===== src/rtl/snn_addr_router.sv =====
// Host-bus address router for N SNN cores: decodes core/function fields, hands
// out registered one-cycle strobes and responses, and stalls traffic to busy cores.

module snn_addr_router_chk #(
  parameter int N_CORES = 2
) (
  input logic               clk_i,
  input logic               rst_ni,
  input logic               rsp_valid,
  input logic               rsp_err,
  input logic [N_CORES-1:0] core_en,
  input logic               spike_in_en,
  input logic               param_in_en,
  input logic               spike_out_en,
  input logic [N_CORES-1:0] calc_start,
  input logic [N_CORES-1:0] busy
);

  a_core_en_onehot : assert property (@(posedge clk_i) disable iff (!rst_ni)
    $onehot0(core_en));

  a_single_action : assert property (@(posedge clk_i) disable iff (!rst_ni)
    $onehot0({spike_in_en, param_in_en, spike_out_en, |calc_start}));

  a_err_quiet : assert property (@(posedge clk_i) disable iff (!rst_ni)
    rsp_err |-> ((core_en == '0) && !spike_in_en && !param_in_en &&
                 !spike_out_en && (calc_start == '0)));

  a_idle_quiet : assert property (@(posedge clk_i) disable iff (!rst_ni)
    !rsp_valid |-> (!rsp_err && (core_en == '0) && !spike_in_en &&
                    !param_in_en && !spike_out_en && (calc_start == '0)));

  a_start_marks_busy : assert property (@(posedge clk_i) disable iff (!rst_ni)
    ((calc_start & ~busy) == '0));

endmodule

module snn_addr_router #(
  parameter int N_CORES  = 2,
  parameter int ADDR_W   = 32,
  parameter int CORE_LSB = 16,
  parameter int CORE_W   = $clog2(N_CORES),
  parameter int FUNC_LSB = CORE_LSB + CORE_W
) (
  input  logic               clk_i,
  input  logic               rst_ni,
  input  logic               req_valid_i,
  output logic               req_ready_o,
  input  logic               req_we_i,
  input  logic [ADDR_W-1:0]  addr_i,
  output logic               rsp_valid_o,
  output logic               rsp_err_o,
  output logic [N_CORES-1:0] core_en_o,
  output logic               spike_in_en_o,
  output logic               param_in_en_o,
  output logic               spike_out_en_o,
  output logic [N_CORES-1:0] calc_start_o,
  input  logic [N_CORES-1:0] calc_done_i,
  output logic [N_CORES-1:0] busy_o
);

  localparam logic [1:0] FUNC_SPIKE_IN  = 2'b00;
  localparam logic [1:0] FUNC_PARAM_IN  = 2'b01;
  localparam logic [1:0] FUNC_SPIKE_OUT = 2'b10;
  localparam logic [1:0] FUNC_CALC      = 2'b11;

  localparam logic [CORE_W:0] N_CORES_CMP = (CORE_W+1)'(N_CORES);

  typedef enum logic {
    ST_IDLE = 1'b0,
    ST_BUSY = 1'b1
  } busy_state_e;

  logic [CORE_W-1:0]  core_s;
  logic [1:0]         func_s;
  logic               in_range_s;
  logic [N_CORES-1:0] core_hit_s;
  logic               busy_sel_s;
  logic               ready_s;
  logic               dir_ok_s;
  logic               legal_s;
  logic               accept_s;
  logic [N_CORES-1:0] start_s;
  logic [N_CORES-1:0] busy_vec_s;
  logic               unused_addr_s;

  busy_state_e state_r [N_CORES];
  busy_state_e state_s [N_CORES];

  logic               rsp_valid_r;
  logic               rsp_err_r;
  logic [N_CORES-1:0] core_en_r;
  logic               spike_in_en_r;
  logic               param_in_en_r;
  logic               spike_out_en_r;
  logic [N_CORES-1:0] calc_start_r;

  assign core_s        = addr_i[FUNC_LSB-1:CORE_LSB];
  assign func_s        = addr_i[FUNC_LSB+1:FUNC_LSB];
  assign in_range_s    = ({1'b0, core_s} < N_CORES_CMP);
  assign unused_addr_s = ^addr_i;

  // Per-core select and busy lookup; out-of-range cores match nothing.
  always_comb begin
    core_hit_s = '0;
    busy_sel_s = 1'b0;
    for (int c = 0; c < N_CORES; c++) begin
      if (core_s == CORE_W'(c)) begin
        core_hit_s[c] = 1'b1;
        busy_sel_s    = busy_vec_s[c];
      end else begin
        core_hit_s[c] = 1'b0;
      end
    end
  end

  // Stall non-readout traffic to a busy core; never depends on req_valid_i.
  always_comb begin
    if (!rst_ni) begin
      ready_s = 1'b0;
    end else if (in_range_s && busy_sel_s && (func_s != FUNC_SPIKE_OUT)) begin
      ready_s = 1'b0;
    end else begin
      ready_s = 1'b1;
    end
  end

  // Direction check for each function code.
  always_comb begin
    case (func_s)
      FUNC_SPIKE_IN:  dir_ok_s = req_we_i;
      FUNC_PARAM_IN:  dir_ok_s = req_we_i;
      FUNC_SPIKE_OUT: dir_ok_s = !req_we_i;
      FUNC_CALC:      dir_ok_s = 1'b1;
      default:        dir_ok_s = 1'b0;
    endcase
  end

  assign legal_s  = in_range_s && dir_ok_s;
  assign accept_s = req_valid_i && ready_s;

  // Calc writes start the addressed core.
  always_comb begin
    if (accept_s && legal_s && (func_s == FUNC_CALC) && req_we_i) begin
      start_s = core_hit_s;
    end else begin
      start_s = '0;
    end
  end

  // Busy FSM state register.
  always_ff @(posedge clk_i) begin
    if (!rst_ni) begin
      for (int c = 0; c < N_CORES; c++) begin
        state_r[c] <= ST_IDLE;
      end
    end else begin
      for (int c = 0; c < N_CORES; c++) begin
        state_r[c] <= state_s[c];
      end
    end
  end

  // Busy FSM next state: start moves to BUSY, done returns to IDLE.
  always_comb begin
    for (int c = 0; c < N_CORES; c++) begin
      state_s[c] = state_r[c];
      case (state_r[c])
        ST_IDLE: begin
          if (start_s[c]) begin
            state_s[c] = ST_BUSY;
          end else begin
            state_s[c] = ST_IDLE;
          end
        end
        ST_BUSY: begin
          if (calc_done_i[c]) begin
            state_s[c] = ST_IDLE;
          end else begin
            state_s[c] = ST_BUSY;
          end
        end
        default: state_s[c] = ST_IDLE;
      endcase
    end
  end

  // Busy FSM outputs.
  always_comb begin
    busy_vec_s = '0;
    for (int c = 0; c < N_CORES; c++) begin
      if (state_r[c] == ST_BUSY) begin
        busy_vec_s[c] = 1'b1;
      end else begin
        busy_vec_s[c] = 1'b0;
      end
    end
  end

  // One-cycle response and strobes; each accept overwrites the previous cycle.
  always_ff @(posedge clk_i) begin
    if (!rst_ni) begin
      rsp_valid_r    <= 1'b0;
      rsp_err_r      <= 1'b0;
      core_en_r      <= '0;
      spike_in_en_r  <= 1'b0;
      param_in_en_r  <= 1'b0;
      spike_out_en_r <= 1'b0;
      calc_start_r   <= '0;
    end else if (accept_s) begin
      rsp_valid_r    <= 1'b1;
      rsp_err_r      <= !legal_s;
      core_en_r      <= legal_s ? core_hit_s : '0;
      spike_in_en_r  <= legal_s && (func_s == FUNC_SPIKE_IN);
      param_in_en_r  <= legal_s && (func_s == FUNC_PARAM_IN);
      spike_out_en_r <= legal_s && (func_s == FUNC_SPIKE_OUT);
      calc_start_r   <= start_s;
    end else begin
      rsp_valid_r    <= 1'b0;
      rsp_err_r      <= 1'b0;
      core_en_r      <= '0;
      spike_in_en_r  <= 1'b0;
      param_in_en_r  <= 1'b0;
      spike_out_en_r <= 1'b0;
      calc_start_r   <= '0;
    end
  end

  assign req_ready_o    = ready_s;
  assign rsp_valid_o    = rsp_valid_r;
  assign rsp_err_o      = rsp_err_r;
  assign core_en_o      = core_en_r;
  assign spike_in_en_o  = spike_in_en_r;
  assign param_in_en_o  = param_in_en_r;
  assign spike_out_en_o = spike_out_en_r;
  assign calc_start_o   = calc_start_r;
  assign busy_o         = busy_vec_s;

  snn_addr_router_chk #(
    .N_CORES (N_CORES)
  ) u_chk (
    .clk_i        (clk_i),
    .rst_ni       (rst_ni),
    .rsp_valid    (rsp_valid_r),
    .rsp_err      (rsp_err_r),
    .core_en      (core_en_r),
    .spike_in_en  (spike_in_en_r),
    .param_in_en  (param_in_en_r),
    .spike_out_en (spike_out_en_r),
    .calc_start   (calc_start_r),
    .busy         (busy_vec_s)
  );

endmodule


===== config.mk =====
export PLATFORM = sky130hd
export DESIGN_NAME = snn_addr_router
export DESIGN_NICKNAME = d
export VERILOG_FILES = /design/src/rtl/snn_addr_router.sv
export SDC_FILE = /design/constraint.sdc
export NUM_CORES = 1
export LEC_CHECK = 0
export CAP_MARGIN = 10
export CORE_MARGIN = 2
export CORE_UTILIZATION = 25
export DETAILED_ROUTE_END_ITERATION = 16
export PLACE_DENSITY_LB_ADDON = 0.08
export SLEW_MARGIN = 30
export SYNTH_ARGS = -nofsm -noshare
export SYNTH_HDL_FRONTEND = slang
export SYNTH_HIERARCHICAL = 1
export SYNTH_SLANG_ARGS = --single-unit

===== constraint.sdc =====
create_clock -name clk_i -period 2.65 [get_ports clk_i]
set_input_delay 0.53 -clock clk_i [delete_from_list [all_inputs] [get_ports clk_i]]
set_output_delay 0.53 -clock clk_i [all_outputs]
set_load 0.02 [all_outputs]

# Word-level counts from Yosys, hierarchy flattened
# Memories as Yosys holds them, arrays and structs flattened.
# Cells that the tools add are included.
[totals] wordCells=50 ram_bits=2 regBits=9 in_bits=38 out_inout_bits=12 n_memories=1
[mem_list] memory="state_r" words=2 word_bits=1 rd=2 rd_ports_with_merged_regs=0 wr=2 line="87" source="busy_state_e state_r [N_CORES];"
[op_classes] muxes=20 eq_ne=4 n_reduce_logical=14 bitwise=4
[ops] op="$mux W1" n=16
[ops] op="$logic_and A1 B1 Y1" n=8
[ops] op="$eq A2 B2 Y1 const B" n=2
[ops] op="$pmux W1 S2" n=2
[ops] op="$pmux W1 S3" n=1
[ops] op="$reduce_and A3 Y1" n=1
[ops] op="$eq A2 B1 Y1 const B" n=1
[ops] op="$logic_not A1 Y1" n=2
[ops] op="$logic_not A2 Y1" n=1
[ops] op="$mux W2" n=1
[ops] op="$ne A2 B2 Y1 const B" n=1
[ops] op="$not A1 Y1" n=2
[ops] op="$or A1 B1 Y1" n=2
[ops] op="$reduce_and A2 Y1" n=1
[ops] op="$reduce_or A2 Y1" n=1

# Depth between registers and ports, before layout
# Gate-level depths: netlist of run 1.
# An unclocked memory read counts as a cell.
[logic_depth] word_depth=14 mapped_depth=3 depth_no_buf=3

# Least setup slack after synthesis of run 1
# Ideal clock, no wire load.
[synth_timing] path_type="input port to output port" start="in addr_i[16]" end="out req_ready_o" stages=3 t_arrival_ns=1.164 required_ns=2.120 n_path_buf=0 setup_slack_ns=0.956 path_cell_list="mux2i_2 > nor2_1 > nor2b_1"
[synth_via] elab_chain_cells=4
[synth_lines] element="from (decl)" line="50" source="input logic [ADDR_W-1:0] addr_i,"
[synth_lines] element="$mux W1" line="108" source="if (core_s == CORE_W'(c)) begin"
[synth_lines] element="$logic_and A1 B1 Y1" line="121" source="end else if (in_range_s && busy_sel_s && (func_s != FUNC_SPIKE_OUT)) begin"
[synth_lines] element="$mux W1" line="121"
[synth_lines] element="$mux W1" line="119" source="if (!rst_ni) begin"
[synth_lines] element="to (decl)" line="48" source="output logic req_ready_o,"
# No other way between the ends.

# Final worst setup path of run 1
# Same ends and word-level chain as after synthesis.

==> results of run 1 <==
[per-layer routing]
layer | vias up | GRT usage | wire, um
met1 | 160 | 0.104 | 347
met3 | 2 | 0.0388 | 50
met4 | 0 | 0.0750 | 10
met5 | - | 0 | 0
met2 | 14 | 0.169 | 421
li1 | 184 | - | -
[metrics by stage]
step	util	hold slack, ns
2_1_floorplan	-	0.570
3_3_place_gp	0.464	0.502
3_5_place_dp	0.464	0.505
4_1_cts	0.484	0.519
5_1_grt	0.487	0.546
6_report	0.487	0.515
[area by class of cell]
class	count	area, um^2
Multi-Input combinational cell	24	149
Inverter	1	3.75
Tap cell	15	18.8
Fill cell	138	692
Timing Repair Buffer	25	240
Sequential cell	11	220
Clock buffer	4	26.3
[tightest hold or removal path, cell delays in order (launching register included)]
cell and delay (ns):
dfxtp_1 0.33, nand2_1 0.07, o22ai_1 0.07
[layout by cell type, fill, tap and decap left out]
master and count:
a21oi_1 1, buf_4 5, clkbuf_1 1, clkbuf_4 3, clkdlybuf4s50_1 19, dfxtp_1 11, dlymetal6s2s_1 1, inv_1 1
mux2i_2 1, nand2_1 4, nand2b_1 1, nand3_1 1, nand4_2 1, nor2_1 5, nor2b_1 1, nor2b_2 1
nor3_1 2, nor3b_1 2, nor4bb_1 1, o21bai_1 1, o22ai_1 1, o32ai_1 1
[where the power goes]
group / internal (uW) / switching (uW) / leakage [uW] / total, uW
Sequential: 169 / 1.27 / 0.0000894 / 171
Clock: 58.2 / 52.9 / 0.0000150 / 111
Combinational: 28.3 / 21.6 / 0.000153 / 50.0
Total: 256 / 75.8 / 0.000257 / 332
[logic make-up after synthesis]
kind of cell,count (synthesis)
DFF,11
muxes,1
and+or+nand+nor,19
AOI/OAI and AO/OA,4
buffers and inverters,1
[registers in the layout, summed over array words and instances, names as in the netlist]
signal,flops
calc_start_o,2
core_en_o,2
state_r,2
param_in_en_o,1
rsp_err_o,1
rsp_valid_o,1
spike_in_en_o,1
spike_out_en_o,1
[final timing paths]
| check | start | endpoint | slack (ns) |
|---|---|---|---|
| hold reg to reg | state_r[0][1] | state_r[0][1] | 0.51 |
| hold / removal | state_r[0][1] | state_r[0][1] | 0.51 |
| setup reg to reg | state_r[0][0] | state_r[0][0] | 1.50 |
| setup / recovery | addr_i[16] | req_ready_o | 0.40 |
[timing repair]
item,in CTS,in global routing
setup endpoints to repair,0,1
hold endpoints to repair,0,0
gates resized for setup,0,2
==> results.json, run 1 <==
{
  "dr.pass1.iters": 4,
  "cp_num_buf_inv": 2,
  "ys_warn_count": 6,
  "routed_wl_um": 830,
  "placedCellCount": 76,
  "synth_xor_area_frac": 0,
  "nets": 104,
  "cts_buffers": 3,
  "synthCells": 36,
  "syn_to_final_growth_pct": 77.7,
  "grt_usage": 0.103,
  "cpMaxStageDelayCell": "clkdlybuf4s50_1",
  "synth_nets": 74,
  "antenna_cells": 0,
  "synth-compound-area-share": 0.0743,
  "tritoncts": "yes",
  "fin_crit_ns": 2.25,
  "synth.most_common_cell": "dfxtp_1",
  "place_ws_ns": 0.0149,
  "whs_path_depth": 2,
  "crit_path_max_incr_delay_ns": 0.53,
  "portBuffers": 20,
  "outcome": "complete, no violations",
  "relSlewSlack": 0.814,
  "insertion_delay_ns": 0.26,
  "dp_hpwl_um": 692,
  "vias": 360,
  "ys_seq_area_frac": 0.595,
  "fin_skew_ns": 0.00481,
  "synth.top_cells.by_count": "dfxtp_1 (11), nor2_1 (5), nand2_1 (4)",
  "die_w_um": 42.5,
  "antenna_found_initial": 0,
  "post-cts-setup-buffer-count": 0,
  "synth_edf_count": 0,
  "layout_setup_ws_ns": 0.395,
  "fin_setup_tns_ns": 0,
  "drv_cap": 0,
  "ys_seq_elements": 11,
  "synth-adder-area-share": 0,
  "grt-ovfl-total": 0,
  "finalPower_uw": 332,
  "dieArea_um2": 1810,
  "cp_num_cells": 5,
  "cts_buffer_depth": 2,
  "start_util": 0.274,
  "finalCritPeriodShare": 0.851,
  "rsz0062_at_grt": "no",
  "wl_per_cell_um": 10.4,
  "grt_first_pass_wirelength_um": 1340,
  "htree_levels": 1,
  "ctsHoldBuffers": 0,
  "hold_violations": 0,
  "core_um2": 1350,
  "top_level_ports": 50,
  "grt_max_degree": 7,
  "final_area_um2": 658,
  "drcViolationCount": 0,
  "synthFlopType": "dfxtp_1",
  "fmax_mhz": 443,
  "synth.distinct_cells": 16,
  "cp-start-kind": "primary input",
  "hold_path_class": "flip-flop to flip-flop",
  "grt_pass1_vias": 334,
  "post_dp_cell_area_um2": 627,
  "gp_congestion": 0.790,
  "drt.antenna.violating_nets": 0,
  "netlist_area_um2": 370,
  "synth_top_family_by_area": "simple AND/OR/NAND/NOR gates",
  "cts_sinks": 11,
  "yosys-top-cells-area": "dfxtp_1 (59%), nor2_1 (5.1%), nand2_1 (4.1%)",
  "ir_worst_vdd_mv": 0.229,
  "syn_area_per_cell_um2": 10.3,
  "yosysTopAreaCellShare": 0.595,
  "synthSimpleGateAreaFrac": 0.284,
  "cellPowerDensity_nw_per_um2": 504,
  "crit_chain": "clkdlybuf4s50_1 -> mux2i_2 -> nor2_1 -> nor2b_1 -> dlymetal6s2s_1",
  "via_per_inst": 4.50,
  "first_iter_violations": 3,
  "stdcell_count": 80,
  "finalSetupViolCount": 0,
  "critPathCaptureType": "output pin",
  "cp.required_ns": 2.12,
  "power_leakage_uw": 0.000257,
  "die_h_um": 42.5,
  "yosysTopAreaCell": "dfxtp_1",
  "arrival_ns": 1.72,
  "crit_type": "primary input to output pin",
  "placementRows": 13,
  "cp_top_family": "buffers and inverters",
  "clk_pin_slew_ns": 0.06,
  "ys_async_sr_fraction": 0,
  "clock-root-buffer": "clkbuf_4",
  "slew_violations": 0,
  "worst_pin_slew_ns": 0.279,
  "rr_worst_depth": 4,
  "synth.area.mux_share": 0.0372,
  "path_max_fanout": 2,
  "layout-drive-gt1-share": 0.169
}
Power figures use the tool's default switching activity.
==> inputs of run 2 (changes only) <==
--- a/config.mk
+++ b/config.mk
@@ -13,5 +13,4 @@
 export SLEW_MARGIN = 30
 export SYNTH_ARGS = -nofsm -noshare
 export SYNTH_HDL_FRONTEND = slang
-export SYNTH_HIERARCHICAL = 1
 export SYNTH_SLANG_ARGS = --single-unit
==> results.json, run 2 <==
{
  "outcome": "complete, no violations",
  "place_ws_ns": 0.106,
  "fin_skew_ns": 0.00526,
  "layout_setup_ws_ns": 0.119,
  "rr_worst_depth": 4,
  "start_util": 0.275,
  "die_h_um": 42.6,
  "cts_buffers": 3,
  "synth.distinct_cells": 16,
  "core_um2": 1350,
  "syn_to_final_growth_pct": 72.1,
  "grt_usage": 0.112,
  "yosysTopAreaCell": "dfxtp_1",
  "grt_pass1_vias": 360,
  "drt.antenna.violating_nets": 0,
  "cts_sinks": 11,
  "antenna_cells": 0,
  "synth.top_cells.by_count": "dfxtp_1 (11), nor2_1 (3)",
  "cts_buffer_depth": 2,
  "rsz0062_at_grt": "no",
  "critPathCaptureType": "output pin",
  "ctsHoldBuffers": 0,
  "netlist_area_um2": 372,
  "hold_path_class": "flip-flop to flip-flop",
  "hold_violations": 0,
  "synth.most_common_cell": "dfxtp_1",
  "first_iter_violations": 3,
  "finalSetupViolCount": 0,
  "drv_cap": 0,
  "ys_seq_elements": 11,
  "cp.required_ns": 2.12,
  "hold_slack_ns": 0.520,
  "layout-drive-gt1-share": 0.150,
  "top_layer": "met3",
  "grt_max_degree": 7,
  "fin_crit_ns": 2.53,
  "relSlewSlack": 0.823,
  "die_w_um": 42.6,
  "power_leakage_uw": 0.000259,
  "antenna_found_initial": 0,
  "vias": 335,
  "slew_violations": 0,
  "cellPowerDensity_nw_per_um2": 518,
  "ir_worst_vdd_mv": 0.287,
  "drcViolationCount": 0,
  "post-cts-setup-buffer-count": 0,
  "fmax_mhz": 395,
  "clk_pin_slew_ns": 0.07,
  "dieArea_um2": 1810,
  "ys_async_sr_fraction": 0,
  "grt-ovfl-total": 0,
  "arrival_ns": 2.00,
  "yosys-top-cells-area": "dfxtp_1 (59%), and4b_1 (5.4%), nor4b_2 (4.0%)",
  "final_util": 0.474,
  "synth_edf_count": 0,
  "gp_congestion": 0.675,
  "final_common_cell": "clkdlybuf4s50_1",
  "worst_pin_slew_ns": 0.264,
  "layout_common_cells": "clkdlybuf4s50_1 (20), dfxtp_1 (11), nor2_1 (3), clkbuf_4 (3), buf_4 (3)",
  "synthCells": 33,
  "wl_per_cell_um": 11.9,
  "routed_wl_um": 891,
  "path_max_fanout": 2,
  "via_per_inst": 4.47,
  "synthFlopType": "dfxtp_1",
  "clock-root-buffer": "clkbuf_4",
  "dr.pass1.iters": 4,
  "n_fill_cell": 138,
  "top_level_ports": 50,
  "tritoncts": "yes",
  "cts_resized": 0,
  "finalCritPeriodShare": 0.955,
  "insertion_delay_ns": 0.27,
  "nets": 99,
  "ys_seq_area_frac": 0.593,
  "placementRows": 13,
  "dr_wl_met2_um": 433,
  "whs_path_depth": 2,
  "ys_warn_count": 0,
  "dp_hpwl_um": 709,
  "cp-start-kind": "primary input",
  "yosysTopAreaCellShare": 0.593,
  "htree_levels": 1,
  "fin_setup_tns_ns": 0,
  "synth_nets": 71,
  "grt_first_pass_wirelength_um": 1460,
  "crit_type": "primary input to output pin",
  "syn_area_per_cell_um2": 11.3,
  "drt-met1-wl_um": 389,
  "wl_met3_um": 67,
  "portBuffers": 20
}
==> run 2: metal layers <==
layer / up-vias / track usage
li1: 171 / -
met1: 149 / 0.110
met2: 15 / 0.197
met3: 0 / 0.0517
met4: 0 / 0.0563
met5: - / 0
==> run 2: through the flow <==
stage | instances | total power, uW | instance area (um^2)
floorplan | 33 | 191 | 372
global placement | 71 | 220 | 613
detailed placement | 71 | 221 | 613
CTS | 75 | 336 | 639
global route | 75 | 346 | 639
finish | 75 | 331 | 639
==> run 2: path summary, 6_finish.rpt <==
check / slack (ns) / start / end
setup / recovery: 0.12 / addr_i[16] / req_ready_o
hold / removal: 0.52 / state_r[0][0] / state_r[0][0]
setup reg to reg: 1.51 / state_r[0][0] / state_r[0][1]
hold reg to reg: 0.52 / state_r[0][0] / state_r[0][0]
==> run 2: layout make-up <==
cell class | instances | area, um^2 | share of cell area
repair buffers | 23 | 223 | 0.348
flip-flops and latches | 11 | 220 | 0.344
multi-input cells | 20 | 144 | 0.225
clock buffers | 4 | 26.3 | 0.0411
well taps | 15 | 18.8 | 0.0294
inverters | 2 | 7.51 | 0.0117
==> run 2: worst max-delay path, stage by stage <==
cell and delay, ns:
clkdlybuf4s50_1 0.50, mux2i_2 0.24, o21a_1 0.13, clkdlybuf4s50_1 0.59
==> run 2: kinds of logic (layout without fill, tap and decap cells) <==
family                 count (synthesis)  count (layout)  synth area share
and+or+nand+nor                       14              14             0.242
DFF                                   11              11             0.593
AOI/OAI and AO/OA                      5               5             0.108
buffers and inverters                  2              29            0.0202
muxes                                  1               1            0.0370
==> run 2: power breakdown <==
part / switching [uW] / total [uW] / internal (uW)
clock: 56.0 / 114 / 58.2
sequential: 1.29 / 170 / 169
combinational: 20.1 / 46.5 / 26.4
total: 77.4 / 331 / 254
==> inputs of run 3 (changes only) <==
--- a/config.mk
+++ b/config.mk
@@ -9,6 +9,7 @@
 export CORE_MARGIN = 2
 export CORE_UTILIZATION = 25
 export DETAILED_ROUTE_END_ITERATION = 16
+export MAX_ROUTING_LAYER = met4
 export PLACE_DENSITY_LB_ADDON = 0.08
 export SLEW_MARGIN = 30
 export SYNTH_ARGS = -nofsm -noshare
==> results of run 3 <==
The final DEF is identical to that of run 2; final timing and power are the same.
Main changes from that run: final weighted congestion in routability-driven placement 0.675 -> 0.681; overall routing resource usage 0.112 -> 0.115
